`src/rtl/comp_mult_fifo.sv`:
```
// Circular FIFO holding operand bundles until the matching result arrives.
// Latency: rdata shows the head combinationally; a push is visible at the head the cycle after.
// Backpressure: none upstream; a push while full is dropped unless a pop happens in the same cycle.
module comp_mult_fifo #(
    parameter int DEPTH = 16,
    parameter int WIDTH = 32
) (
    input  logic                     clk,
    input  logic                     rst,
    input  logic                     clr,
    input  logic                     push,
    input  logic                     pop,
    input  logic [WIDTH-1:0]         wdata,
    output logic [WIDTH-1:0]         rdata,
    output logic                     full,
    output logic                     empty,
    output logic [$clog2(DEPTH):0]   level
);

    localparam int AW = $clog2(DEPTH);

    logic [WIDTH-1:0] mem [DEPTH];
    logic [AW-1:0]    wr_ptr;
    logic [AW-1:0]    rd_ptr;
    logic [AW:0]      cnt;
    logic             push_ok;
    logic             pop_ok;

    // A full queue still accepts a push when a pop frees the head slot in the same cycle.
    assign full    = (cnt == (AW + 1)'(DEPTH));
    assign empty   = (cnt == '0);
    assign pop_ok  = pop & ~empty;
    assign push_ok = push & (~full | pop);
    assign rdata   = mem[rd_ptr];
    assign level   = cnt;

    // Pointers wrap naturally since DEPTH is a power of two; clr acts as a synchronous flush.
    always_ff @(posedge clk or posedge rst) begin
        if (rst) begin
            wr_ptr <= '0;
            rd_ptr <= '0;
            cnt    <= '0;
        end else if (clr) begin
            wr_ptr <= '0;
            rd_ptr <= '0;
            cnt    <= '0;
        end else begin
            if (push_ok) begin
                wr_ptr <= wr_ptr + AW'(1);
            end
            if (pop_ok) begin
                rd_ptr <= rd_ptr + AW'(1);
            end
            case ({push_ok, pop_ok})
                2'b10:   cnt <= cnt + (AW + 1)'(1);
                2'b01:   cnt <= cnt - (AW + 1)'(1);
                default: cnt <= cnt;
            endcase
        end
    end

    // Storage is deliberately left unreset; only the pointers define what is valid.
    always_ff @(posedge clk) begin
        if (push_ok && !clr) begin
            mem[wr_ptr] <= wdata;
        end
    end

endmodule

```
`config.mk`:
```
export PLATFORM = sky130hd
export DESIGN_NAME = comp_mult_fifo
export DESIGN_NICKNAME = d
export VERILOG_FILES = /design/src/rtl/comp_mult_fifo.sv
export SDC_FILE = /design/constraint.sdc
export NUM_CORES = 1
export LEC_CHECK = 0
export CORE_UTILIZATION = 25
export DETAILED_ROUTE_END_ITERATION = 8
export PLACE_DENSITY_LB_ADDON = 0.25
export SYNTH_ARGS = -nofsm -noshare
export SYNTH_HDL_FRONTEND = slang
export SYNTH_SLANG_ARGS = --single-unit
```
`constraint.sdc`:
```
create_clock -name clk -period 3.3 [get_ports clk]
set_input_delay 0.825 -clock clk [delete_from_list [all_inputs] [get_ports clk]]
set_output_delay 0.825 -clock clk [all_outputs]
set_load 0.01 [all_outputs]
```
==> metrics.log, run 1 <==
INFO  metric place.detailed.instances = around 2000
INFO  metric initial_core_util = 25.39%
INFO  metric crit_path_start_kind = register
INFO  metric synthToLayoutAreaGrowth = 26.35%
INFO  metric fp.dieArea = 81760 sq um
INFO  metric fin_worst_skew = between 0.015 and 0.02 ns
INFO  metric syn-mean-instance-area = between 20 and 25 sq um
INFO  metric netlist-cell-type-count = 45
INFO  metric slew-limit-headroom = 59.74%
INFO  metric clock_tree_from_tritoncts = built
INFO  metric worst_skew_pair.late_latency = around 0.6 ns
INFO  metric overflow = 0
INFO  metric synth_cells = ~900
INFO  metric timing.hold.worst.class = in -> async
INFO  metric post_synth_edffs = a little over 500
INFO  metric pin_count = 76
INFO  metric route.antenna.remaining_nets = 0
INFO  metric clockBufferDepth = 3
INFO  metric overall_global_routing_usage = about 13%
INFO  metric cpLargestDelayFamily = buffers and inverters
INFO  metric worst_pin_slew = a little over 0.6 ns
INFO  metric synth_flop_cell = sky130_fd_sc_hd__edfxtp_1
INFO  metric final_cell_mix = sky130_fd_sc_hd__edfxtp_1, sky130_fd_sc_hd__mux4_2, sky130_fd_sc_hd__clkbuf_16, sky130_fd_sc_hd__a22oi_2, sky130_fd_sc_hd__clkdlybuf4s50_1
INFO  metric final.min_clock_period = about 3.3 ns
INFO  metric max-vdd-ir-drop = ~0.00038 V
INFO  metric cts-hold-fix-buffers = 0
INFO  metric timing.final.max_slew_violations = 0
INFO  metric static-leakage-power = 0.007897 uW
INFO  metric synth_top_family_by_area = multiplexers
INFO  metric n_antenna_cell = 0
INFO  metric ys_async_sr_fraction = 2.476%
INFO  metric finalNonFillerCells = roughly 2200
INFO  metric die_x = around 290 um
INFO  metric crit_chain = buf_16, buf_12, buf_16, buf_6, mux4_2, a22oi_2, nand2_1, buf_6
INFO  metric die_height = 285.9 um
INFO  metric setup_slack_of_the_most_critical_reg_to_reg_path = approximately 0.67 ns
INFO  metric synth-warning-count = 0
INFO  metric final_common_cell = sky130_fd_sc_hd__edfxtp_1
INFO  metric fraction_of_the_yosys_area_taken_by_sequential_cells = approximately 78%
INFO  metric numCtsBuffers = 54
INFO  metric vias_per_cell = approximately 4.5
INFO  metric first_global_vias = between 10000 and 15000
INFO  metric wl_cell = roughly 23 um
INFO  metric synthSimpleGateAreaFrac = under 10%
INFO  metric fin_nets = 1126
INFO  metric critical_path_peak_fanout = 7
INFO  metric synth_compound_area_share = approximately 3.0%
INFO  metric final_critical_path_setup_slack = -0.03634 ns
INFO  metric cts_num_sinks = 525
INFO  metric critPathCaptureType = primary output
INFO  metric gp_congestion = between 0.7 and 0.8
INFO  metric netlist_area = 20150 sq um
INFO  metric post_synth_xor_area_fraction = 0.3042%
INFO  metric htree_num_levels = 2
INFO  metric drt-total-wl = 50700 um
INFO  metric muxShareOfSynthArea = around 15%
INFO  metric failed_checks = setup timing
INFO  metric row_count = between 100 and 150
INFO  metric grt_antenna_before_repair = 1
INFO  metric mappedNetlistNets = around 950
INFO  metric finalCritPeriodShare = 101.1%
INFO  metric cts.clk_slew.worst_paths = ~0.070 ns
INFO  metric post_synthesis_sequential_element_count = ~530
INFO  metric route.detailed.drc = 0
INFO  metric detailedRoute.firstIterationViolations = roughly 760
INFO  metric timing.final.hold_violations = 0
INFO  metric grt_first_pass_wirelength = 74350 um
INFO  metric critical_path.max_stage_delay = ~0.54 ns
INFO  metric max_cap_viol_count = 0
INFO  metric via_count = around 9700
INFO  metric drt-pass1-iter-count = 6
INFO  metric max_freq = 0.2997 GHz
INFO  metric root_buffer = sky130_fd_sc_hd__clkbuf_16
INFO  metric final_layout_size_suffix_gt1_share = roughly 37%
INFO  metric hold-worst-slack = about 0.60 ns
INFO  metric worst-path-buf-inv = 5
INFO  metric power_density = between 600 and 700 nW/um^2
INFO  metric crit_arrival = between 2 and 3 ns
INFO  metric outcome = finished, violations left
INFO  metric port_buffers = 75
INFO  metric critPathKind = reg -> out
INFO  metric core-area = approximately 79000 sq um
INFO  metric dp.final_hpwl = between 20000 and 30000 um
INFO  metric unrepaired_setup_endpoints_after_global_routing = true
INFO  metric setup-violations-final = 7
INFO  metric worst-endpoint-required = ~2.5 ns
INFO  metric grt_max_degree = 33
INFO  metric power.total = around 18000 uW
INFO  metric synth_adder_area_share = less than 1%
INFO  metric critical_path.slowest_cell = sky130_fd_sc_hd__dfrtp_4
[per-stage QoR]
step	worst slack (ns)	util (%)	setup TNS (ns)	area [sq um]
final	-0.03634	32.08	-0.1268	25470
after global routing	-0.1264	32.08	-1.297	25470
after CTS	-0.1426	31.96	-2.051	25370
after detailed placement	0.1810	28.81	0	22870
after global placement	0.1610	28.81	0	22870
after floorplan	-0.01400	-	-2.573	20150
[power breakdown]
part	switching (uW)	leakage [uW]	total, uW	internal, uW
sequential	111	0.00478	7530	7420
combinational	1800	0.00232	4290	2500
clock	2570	0.000794	5730	3160
[cell families after synthesis]
family,after synthesis
AND/OR/NAND/NOR,92
buffers and inverters,57
multiplexers,134
adder cells (fa/ha/maj),9
XOR/XNOR,7
flip-flops,525
AO/OA/AOI/OAI,79
[state kept, by name, indices dropped and copies added, names as in the netlist]
signal  flops
mem       512
level       5
rd_ptr      4
wr_ptr      4
[worst paths after layout]
kind	startpoint	to	depth (start not counted)
worst min-delay path	rst	level[0]	2
max in group asynchronous	rst	rd_ptr[1]	2
worst max register to register	level[0]	level[4]	9
min in group clk	level[2]	level[2]	2
worst min register to register	level[2]	level[2]	2
worst max-delay path	rd_ptr[0]	rdata[1]	8
[synthesized netlist by cell type (4+ instances only)]
library cell               count  area share (%)
sky130_fd_sc_hd__dfrtp_1      13             1.6
sky130_fd_sc_hd__mux4_2      128              14
sky130_fd_sc_hd__xor2_1        4            0.17
sky130_fd_sc_hd__inv_1         9            0.17
sky130_fd_sc_hd__a22oi_1      64             2.4
sky130_fd_sc_hd__edfxtp_1    512              76
sky130_fd_sc_hd__mux2i_1       4            0.20
sky130_fd_sc_hd__buf_4         5            0.19
sky130_fd_sc_hd__buf_2         5            0.12
sky130_fd_sc_hd__clkbuf_1     28            0.52
sky130_fd_sc_hd__a21oi_1       5            0.12
sky130_fd_sc_hd__buf_6         6            0.34
sky130_fd_sc_hd__ha_1          8            0.50
sky130_fd_sc_hd__nand2_1      37            0.69
sky130_fd_sc_hd__nor2_1       31            0.58
[per-layer routing]
layer	track usage, %	up-vias	part of all wire, %
met5	0	-	0.024
met3	2.121	60	4.0
li1	-	4166	-
met4	2.955	2	1.6
met1	16.74	5289	44
met2	21.56	177	50
[final cells by class]
class                   instances  area, sq um
multi-input cells             321         4548
clock buffers                  62         1381
well taps                    1050         1314
inverters                       9        33.78
flip-flops and latches        525        15710
clock inverters                37        255.2
repair buffers                169         2225
fillers                      7657        53920
[repair_timing]
item	in CTS	in global routing
pin swaps	47	34
setup buffers	35	6
gates resized for setup	210	45
gates cloned	10	1
endpoints found under the setup margin	32	33
Note: power is estimated with default switching activity, not from simulation.
==> inputs of run 2 (changes only) <==
- CTS_CLUSTER_SIZE: unset -> 16
- GPL_TIMING_DRIVEN: unset -> 0
- clock period: 3.3 -> 3.87 ns (I/O delays scaled with it)
==> run 2 against run 1 <==
  * The run now ends clean
  * Die area unchanged
  * Power down 18%
  * Via count down 2.8%
  * Final cell count down 1.2%
==> metrics.log, run 2 (synthesis gave the netlist of run 1 again) <==
INFO  metric cts_num_sinks = 525
INFO  metric timing.hold.worst.class = reg -> reg
INFO  metric pwr-share-clk = 35.0%
INFO  metric total_switching_power = about 3700 uW
INFO  metric pin_count = 76
INFO  metric worst-endpoint-required = 2.90 ns
INFO  metric largest_register_ff_count = 512
INFO  metric holdPathEnd = level[3]
INFO  metric combined_flip_flop_and_latch_cell_area = between 15000 and 20000 sq um
INFO  metric hold_start = level[3]
INFO  metric setup_slack_of_the_most_critical_reg_to_reg_path = 0.98 ns
INFO  metric place.detailed.instances = just over 2000
INFO  metric finalNonFillerCells = 2148
INFO  metric critical_path.slowest_cell = sky130_fd_sc_hd__mux4_2
INFO  metric die_x = 285.9 um
INFO  metric numCtsBuffers = 56
INFO  metric crit_arrival = between 2 and 3 ns
INFO  metric cts.clk_slew.worst_paths = 0.06 ns
INFO  metric multi_input_area = 4359 sq um
INFO  metric n_fill_cell = ~7700
INFO  metric via_count = between 9000 and 10000
INFO  metric drt-pass1-iter-count = 5
INFO  metric route.antenna.remaining_nets = 0
INFO  metric clockBufferDepth = 3
INFO  metric slew-limit-headroom = 37.12%
INFO  metric final_cell_mix = sky130_fd_sc_hd__edfxtp_1, sky130_fd_sc_hd__mux4_2, sky130_fd_sc_hd__clkbuf_16, sky130_fd_sc_hd__clkdlybuf4s50_1, sky130_fd_sc_hd__a22oi_1
INFO  metric timing.final.max_slew_violations = 0
INFO  metric worst_pin_slew = between 0.9 and 1 ns
INFO  metric register_name_with_the_most_flops = mem
INFO  metric clock_tree_from_tritoncts = built
INFO  metric port_buffers = 73
INFO  metric critical_path.most_common_cell = sky130_fd_sc_hd__buf_12
INFO  metric die_height = ~290 um
INFO  metric placedInstanceArea = about 23000 sq um
INFO  metric worst_skew_pair.late_latency = between 0.6 and 0.7 ns
INFO  metric static-leakage-power = 0.007737 uW
INFO  metric detailedRoute.firstIterationViolations = around 720
INFO  metric wl_cell = approximately 23 um
INFO  metric critPathKind = reg -> out
INFO  metric first_global_vias = approximately 10000
INFO  metric drt-total-wl = 49050 um
INFO  metric root_buffer = sky130_fd_sc_hd__clkbuf_16
INFO  metric grt_antenna_before_repair = 3
INFO  metric fin_nets = 1100
INFO  metric setup-violations-final = 0
INFO  metric switching_share = about 25%
INFO  metric r2r_end = mem[14][10]
INFO  metric max_freq = roughly 0.26 GHz
INFO  metric fin_worst_skew = between 0.015 and 0.02 ns
INFO  metric setup_fix_bufs_post_cts = 0
INFO  metric timing.final.hold_violations = 0
INFO  metric seq_power_share = about 44%
INFO  metric route.detailed.drc = 0
INFO  metric critPathCaptureType = primary output
INFO  metric number_of_cells_traversed_by_the_worst_hold_path = 2
INFO  metric fp.dieArea = slightly above 80000 sq um
INFO  metric max-vdd-ir-drop = between 0.0003 and 0.0004 V
INFO  metric intPower = between 10000 and 15000 uW
INFO  metric core-area = ~79000 sq um
INFO  metric final_common_cell = sky130_fd_sc_hd__edfxtp_1
INFO  metric overall_global_routing_usage = between 10 and 15%
INFO  metric htree_num_levels = 2
INFO  metric critical_path.max_stage_delay = 0.53 ns
INFO  metric synthToLayoutAreaGrowth = 23.27%
INFO  metric row_count = 103
INFO  metric worst_r2r_path_depth = 6
INFO  metric hold-worst-slack = ~0.60 ns
INFO  metric dp.final_hpwl = between 30000 and 40000 um
INFO  metric outcome = completed
INFO  metric cts-hold-fix-buffers = 0
INFO  metric unrepaired_setup_endpoints_after_global_routing = true
INFO  metric overflow = 0
INFO  metric crit_chain = buf_12, buf_12, mux4_2, a22oi_1, nand2_1, clkdlybuf4s50_1
INFO  metric worst-path-buf-inv = 3
INFO  metric cpLargestDelayFamily = buffers and inverters
INFO  metric finalCritPeriodShare = between 90% and 100%
INFO  metric crit_path_start_kind = register
INFO  metric grt_max_degree = 23
INFO  metric p_comb_share = between 20% and 30%
INFO  metric grt_first_pass_wirelength = around 72000 um
INFO  metric gp_congestion = between 0.7 and 0.8
INFO  metric critical_path_peak_fanout = 10
INFO  metric initial_core_util = 25.39%
INFO  metric max_cap_viol_count = 0
INFO  metric layout.cell_area.non_filler = 24840 sq um
INFO  metric final_layout_size_suffix_gt1_share = roughly 28%
INFO  metric critical_path.reg2reg.startpoint = level[4]
INFO  metric vias_per_cell = 4.387
INFO  metric power_density = approximately 580 nW/um^2
INFO  metric final.min_clock_period = approximately 3.8 ns
-- run 2: final cells by class --
class	count	area share [%]
Buffer	46	1.879
Tap cell	1050	5.288
Sequential cell	525	63.21
Inverter	9	0.1360
Clock inverter	27	0.8360
Multi-Input combinational cell	321	17.55
Timing Repair Buffer	95	5.102
Clock buffer	74	5.998
Antenna cell	1	0.01007
-- run 2: power by group through the flow --
| stage | registers (uW) | clock network, uW | logic (uW) |
|---|---|---|---|
| floorplan | 6500 | 0 | 1820 |
| global placement | 6510 | 0 | 2890 |
| detailed placement | 6510 | 0 | 2930 |
| CTS | 6400 | 5180 | 3050 |
| global route | 6400 | 5370 | 3220 |
| finish | 6400 | 5040 | 2970 |
-- run 2: worst reg2reg max path: stages (launching register included) --
cell	delay [ns]
sky130_fd_sc_hd__dfrtp_1	0.38
sky130_fd_sc_hd__clkbuf_8	0.17
sky130_fd_sc_hd__nor2b_1	0.15
sky130_fd_sc_hd__a21oi_1	0.44
sky130_fd_sc_hd__nand2_1	0.38
sky130_fd_sc_hd__nor2_4	0.82
sky130_fd_sc_hd__buf_16	0.25
-- run 2: worst max-delay path by stage --
stage / slack [ns] / depth (start not counted) / start / to
2_1_floorplan: 0.41 / 5 / push / mem[12][0]
3_3_place_gp: -2.29 / 5 / pop / mem[0][10]
3_5_place_dp: -0.12 / 6 / pop / mem[12][18]
4_1_cts: -0.04 / 5 / rd_ptr[0] / rdata[18]
5_1_grt: -0.08 / 5 / rd_ptr[0] / rdata[18]
6_report: 0.06 / 6 / rd_ptr[0] / rdata[23]
-- run 2: through the flow --
stage               TNS [ns]  power, uW  util [%]  setup slack (ns)
floorplan                  0       8317         -            0.4135
global placement    -1047.05       9401     27.96            -2.287
detailed placement    -3.647       9439     28.77           -0.1178
CTS                  -0.1795      14630     31.18          -0.04338
global route         -0.4977      14990     31.29          -0.08342
finish                     0      14400     31.29           0.05933
-- run 2: metal layers --
layer	wire, um	global-route usage [%]	vias to the layer above
met5	16	0	-
met4	964	3.021	4
met3	1991	2.384	71
met2	25110	21.25	174
met1	20970	15.49	5057
li1	-	-	4118
-- run 2: timing repair --
item / CTS / global route
gates resized for setup: 101 / 27
endpoints found under the hold margin: 0 / 0
pin swaps: 1 / 1
endpoints found under the setup margin: 32 / 21
==> inputs of run 3 (changes only) <==
- CORE_UTILIZATION: 25 -> 30
==> run 3 against run 2 <==
  * The run now ends with DRC left
  * Sequential share of layout area rose by 0.78 points
  * Worst setup slack improved by 0.0018 ns
  * Count of clock-buffer cells in the layout fell by 8
  * Sequential power barely moved
  * Flip-flop and latch count did not move
  * Non-clock buffer count fell by 5
==> metrics.log, run 3 (synthesis gave the netlist of run 1 again) <==
INFO  metric final_layout_size_suffix_gt1_share = around 29%
INFO  metric hold-worst-slack = 0.6009 ns
INFO  metric gp_congestion = between 0.7 and 0.8
INFO  metric row_count = 94
INFO  metric die_height = 261.2 um
INFO  metric initial_core_util = a little under a third
INFO  metric overflow = 0
INFO  metric unrepaired_setup_endpoints_after_global_routing = true
INFO  metric finalCritPeriodShare = slightly below 100%
INFO  metric vias_per_cell = approximately 4.9
INFO  metric overall_global_routing_usage = 14.12%
INFO  metric first_global_vias = between 10000 and 15000
INFO  metric clock_tree_from_tritoncts = built
INFO  metric timing.hold.worst.class = reg -> reg
INFO  metric slew-limit-headroom = ~50%
INFO  metric power.total = around 15000 uW
INFO  metric synthToLayoutAreaGrowth = 21.75%
INFO  metric fin_worst_skew = ~0.015 ns
INFO  metric critical_path.slowest_cell = sky130_fd_sc_hd__mux4_2
INFO  metric static-leakage-power = 0.007655 uW
INFO  metric die_x = 261.2 um
INFO  metric fin_nets = ~1100
INFO  metric final_critical_path_setup_slack = around 0.06 ns
INFO  metric drt-total-wl = about 47000 um
INFO  metric crit_arrival = between 2 and 3 ns
INFO  metric holdPathEnd = level[2]
INFO  metric wl_cell = about 24 um
INFO  metric critical_path.reg2reg.startpoint = level[4]
INFO  metric route.detailed.drc = 2
INFO  metric worst-path-buf-inv = 3
INFO  metric critical_path.max_stage_delay = about 0.54 ns
INFO  metric via_count = roughly 9500
INFO  metric crit_chain = buf_12, buf_8, mux4_2, a22oi_1, nand2_2, clkdlybuf4s50_1
INFO  metric worst_pin_slew = about 0.74 ns
INFO  metric root_buffer = sky130_fd_sc_hd__clkbuf_16
INFO  metric pre_cts_ws = -0.03910 ns
INFO  metric r2r_end = mem[6][10]
INFO  metric core-area = ~66000 sq um
INFO  metric final.min_clock_period = around 3.8 ns
INFO  metric critPathKind = reg -> out
INFO  metric max_cap_viol_count = 0
INFO  metric register_name_with_the_most_flops = mem
INFO  metric grt_antenna_before_repair = 2
INFO  metric setup_fix_bufs_post_cts = 0
INFO  metric timing.final.max_slew_violations = 0
INFO  metric critPathCaptureType = primary output
INFO  metric fp.dieArea = between 60000 and 70000 sq um
INFO  metric max-vdd-ir-drop = around 0.00032 V
INFO  metric detailedRoute.firstIterationViolations = between 600 and 700
INFO  metric setup-violations-final = 0
INFO  metric drt-pass1-iter-count = 8
INFO  metric cts_num_sinks = ~530
INFO  metric final_cell_mix = sky130_fd_sc_hd__edfxtp_1, sky130_fd_sc_hd__mux4_2, sky130_fd_sc_hd__clkdlybuf4s50_1, sky130_fd_sc_hd__clkbuf_16, sky130_fd_sc_hd__a22oi_1
INFO  metric n_fill_cell = ~6000
INFO  metric crit_path_start_kind = register
INFO  metric final_common_cell = sky130_fd_sc_hd__edfxtp_1
INFO  metric port_buffers = 73
INFO  metric worst_r2r_path_depth = 6
INFO  metric timing.final.hold_violations = 0
INFO  metric number_of_cells_traversed_by_the_worst_hold_path = 2
INFO  metric largest_register_ff_count = roughly 510
INFO  metric clockBufferDepth = 3
INFO  metric critical_path_peak_fanout = 10
INFO  metric grt_first_pass_wirelength = between 60000 and 70000 um
INFO  metric pin_count = 76
INFO  metric grt_max_degree = 23
INFO  metric cts.clk_slew.worst_paths = about 0.06 ns
INFO  metric numCtsBuffers = 55
INFO  metric worst-endpoint-required = approximately 2.9 ns
INFO  metric setup_slack_of_the_most_critical_reg_to_reg_path = ~1.1 ns
INFO  metric worst_skew_pair.late_latency = roughly 0.60 ns
INFO  metric htree_num_levels = 2
INFO  metric power_density = around 600 nW/um^2
INFO  metric failed_checks = DRC
INFO  metric hold_start = level[2]
INFO  metric final_core_utilization = a little under two fifths
INFO  metric dp.final_hpwl = 29160 um
INFO  metric cpLargestDelayFamily = buffers and inverters
INFO  metric outcome = finished, violations left
INFO  metric route.antenna.remaining_nets = 0
INFO  metric max_freq = 0.2625 GHz
## run 3: worst max path at each step
stage,endpoint,slack (ns),start,cells after the start
after floorplan,mem[12][0],0.41,push,5
after global placement,mem[6][9],-2.31,pop,5
after detailed placement,mem[6][18],-0.04,pop,6
after CTS,rdata[17],-0.01,rd_ptr[0],6
after global routing,rdata[25],-0.04,rd_ptr[0],6
final,rdata[29],0.06,rd_ptr[0],6
## run 3: layout make-up
cell class	instances	area (sq um)	share of cell area, %
Sequential cell	525	15700	63.99
Multi-Input combinational cell	321	4352	17.73
Clock buffer	66	1460	5.950
Timing Repair Buffer	90	1089	4.436
Tap cell	864	1081	4.405
Buffer	46	442.9	1.805
Clock inverter	35	376.6	1.535
Inverter	9	33.78	0.1377
Antenna cell	1	2.502	0.01020
## run 3: what timing repair did
action                                  CTS  global route
resized for setup                        84            13
endpoints found under the setup margin   32            20
pin swaps                                 1             1
hold buffers                              0             0
## run 3: report_power, final
| part | switching, uW | internal [uW] | leakage (uW) |
|---|---|---|---|
| registers | 69.2 | 6330 | 0.00479 |
| clock network | 2150 | 3210 | 0.000907 |
| logic | 1410 | 1530 | 0.00196 |
| total | 3630 | 11100 | 0.00766 |
## run 3: worst reg2reg max path: stages (launching register included)
cell and delay, ns:
sky130_fd_sc_hd__dfrtp_1 0.39, sky130_fd_sc_hd__clkbuf_8 0.17, sky130_fd_sc_hd__nor2b_1 0.16, sky130_fd_sc_hd__a21oi_1 0.42, sky130_fd_sc_hd__nand2_1 0.36, sky130_fd_sc_hd__nor2_4 0.69, sky130_fd_sc_hd__buf_12 0.27
## run 3: metrics by stage
| step | area [sq um] | instances | setup TNS (ns) |
|---|---|---|---|
| 2_1_floorplan | 20150 | 903 | 0 |
| 3_3_place_gp | 21970 | 1840 | -1035.48 |
| 3_5_place_dp | 22440 | 1857 | -0.6112 |
| 4_1_cts | 24500 | 1957 | -0.01909 |
| 5_1_grt | 24540 | 1956 | -0.1890 |
| 6_report | 24540 | 1957 | 0 |
## run 3: metal layers
metal | global-route usage, % | routed length (um) | up-vias
li1 | - | - | 4111
met1 | 18.76 | 20290 | 5139
met2 | 24.00 | 23830 | 186
met3 | 2.236 | 1953 | 71
met4 | 3.908 | 950 | 2
met5 | 0 | 17 | -
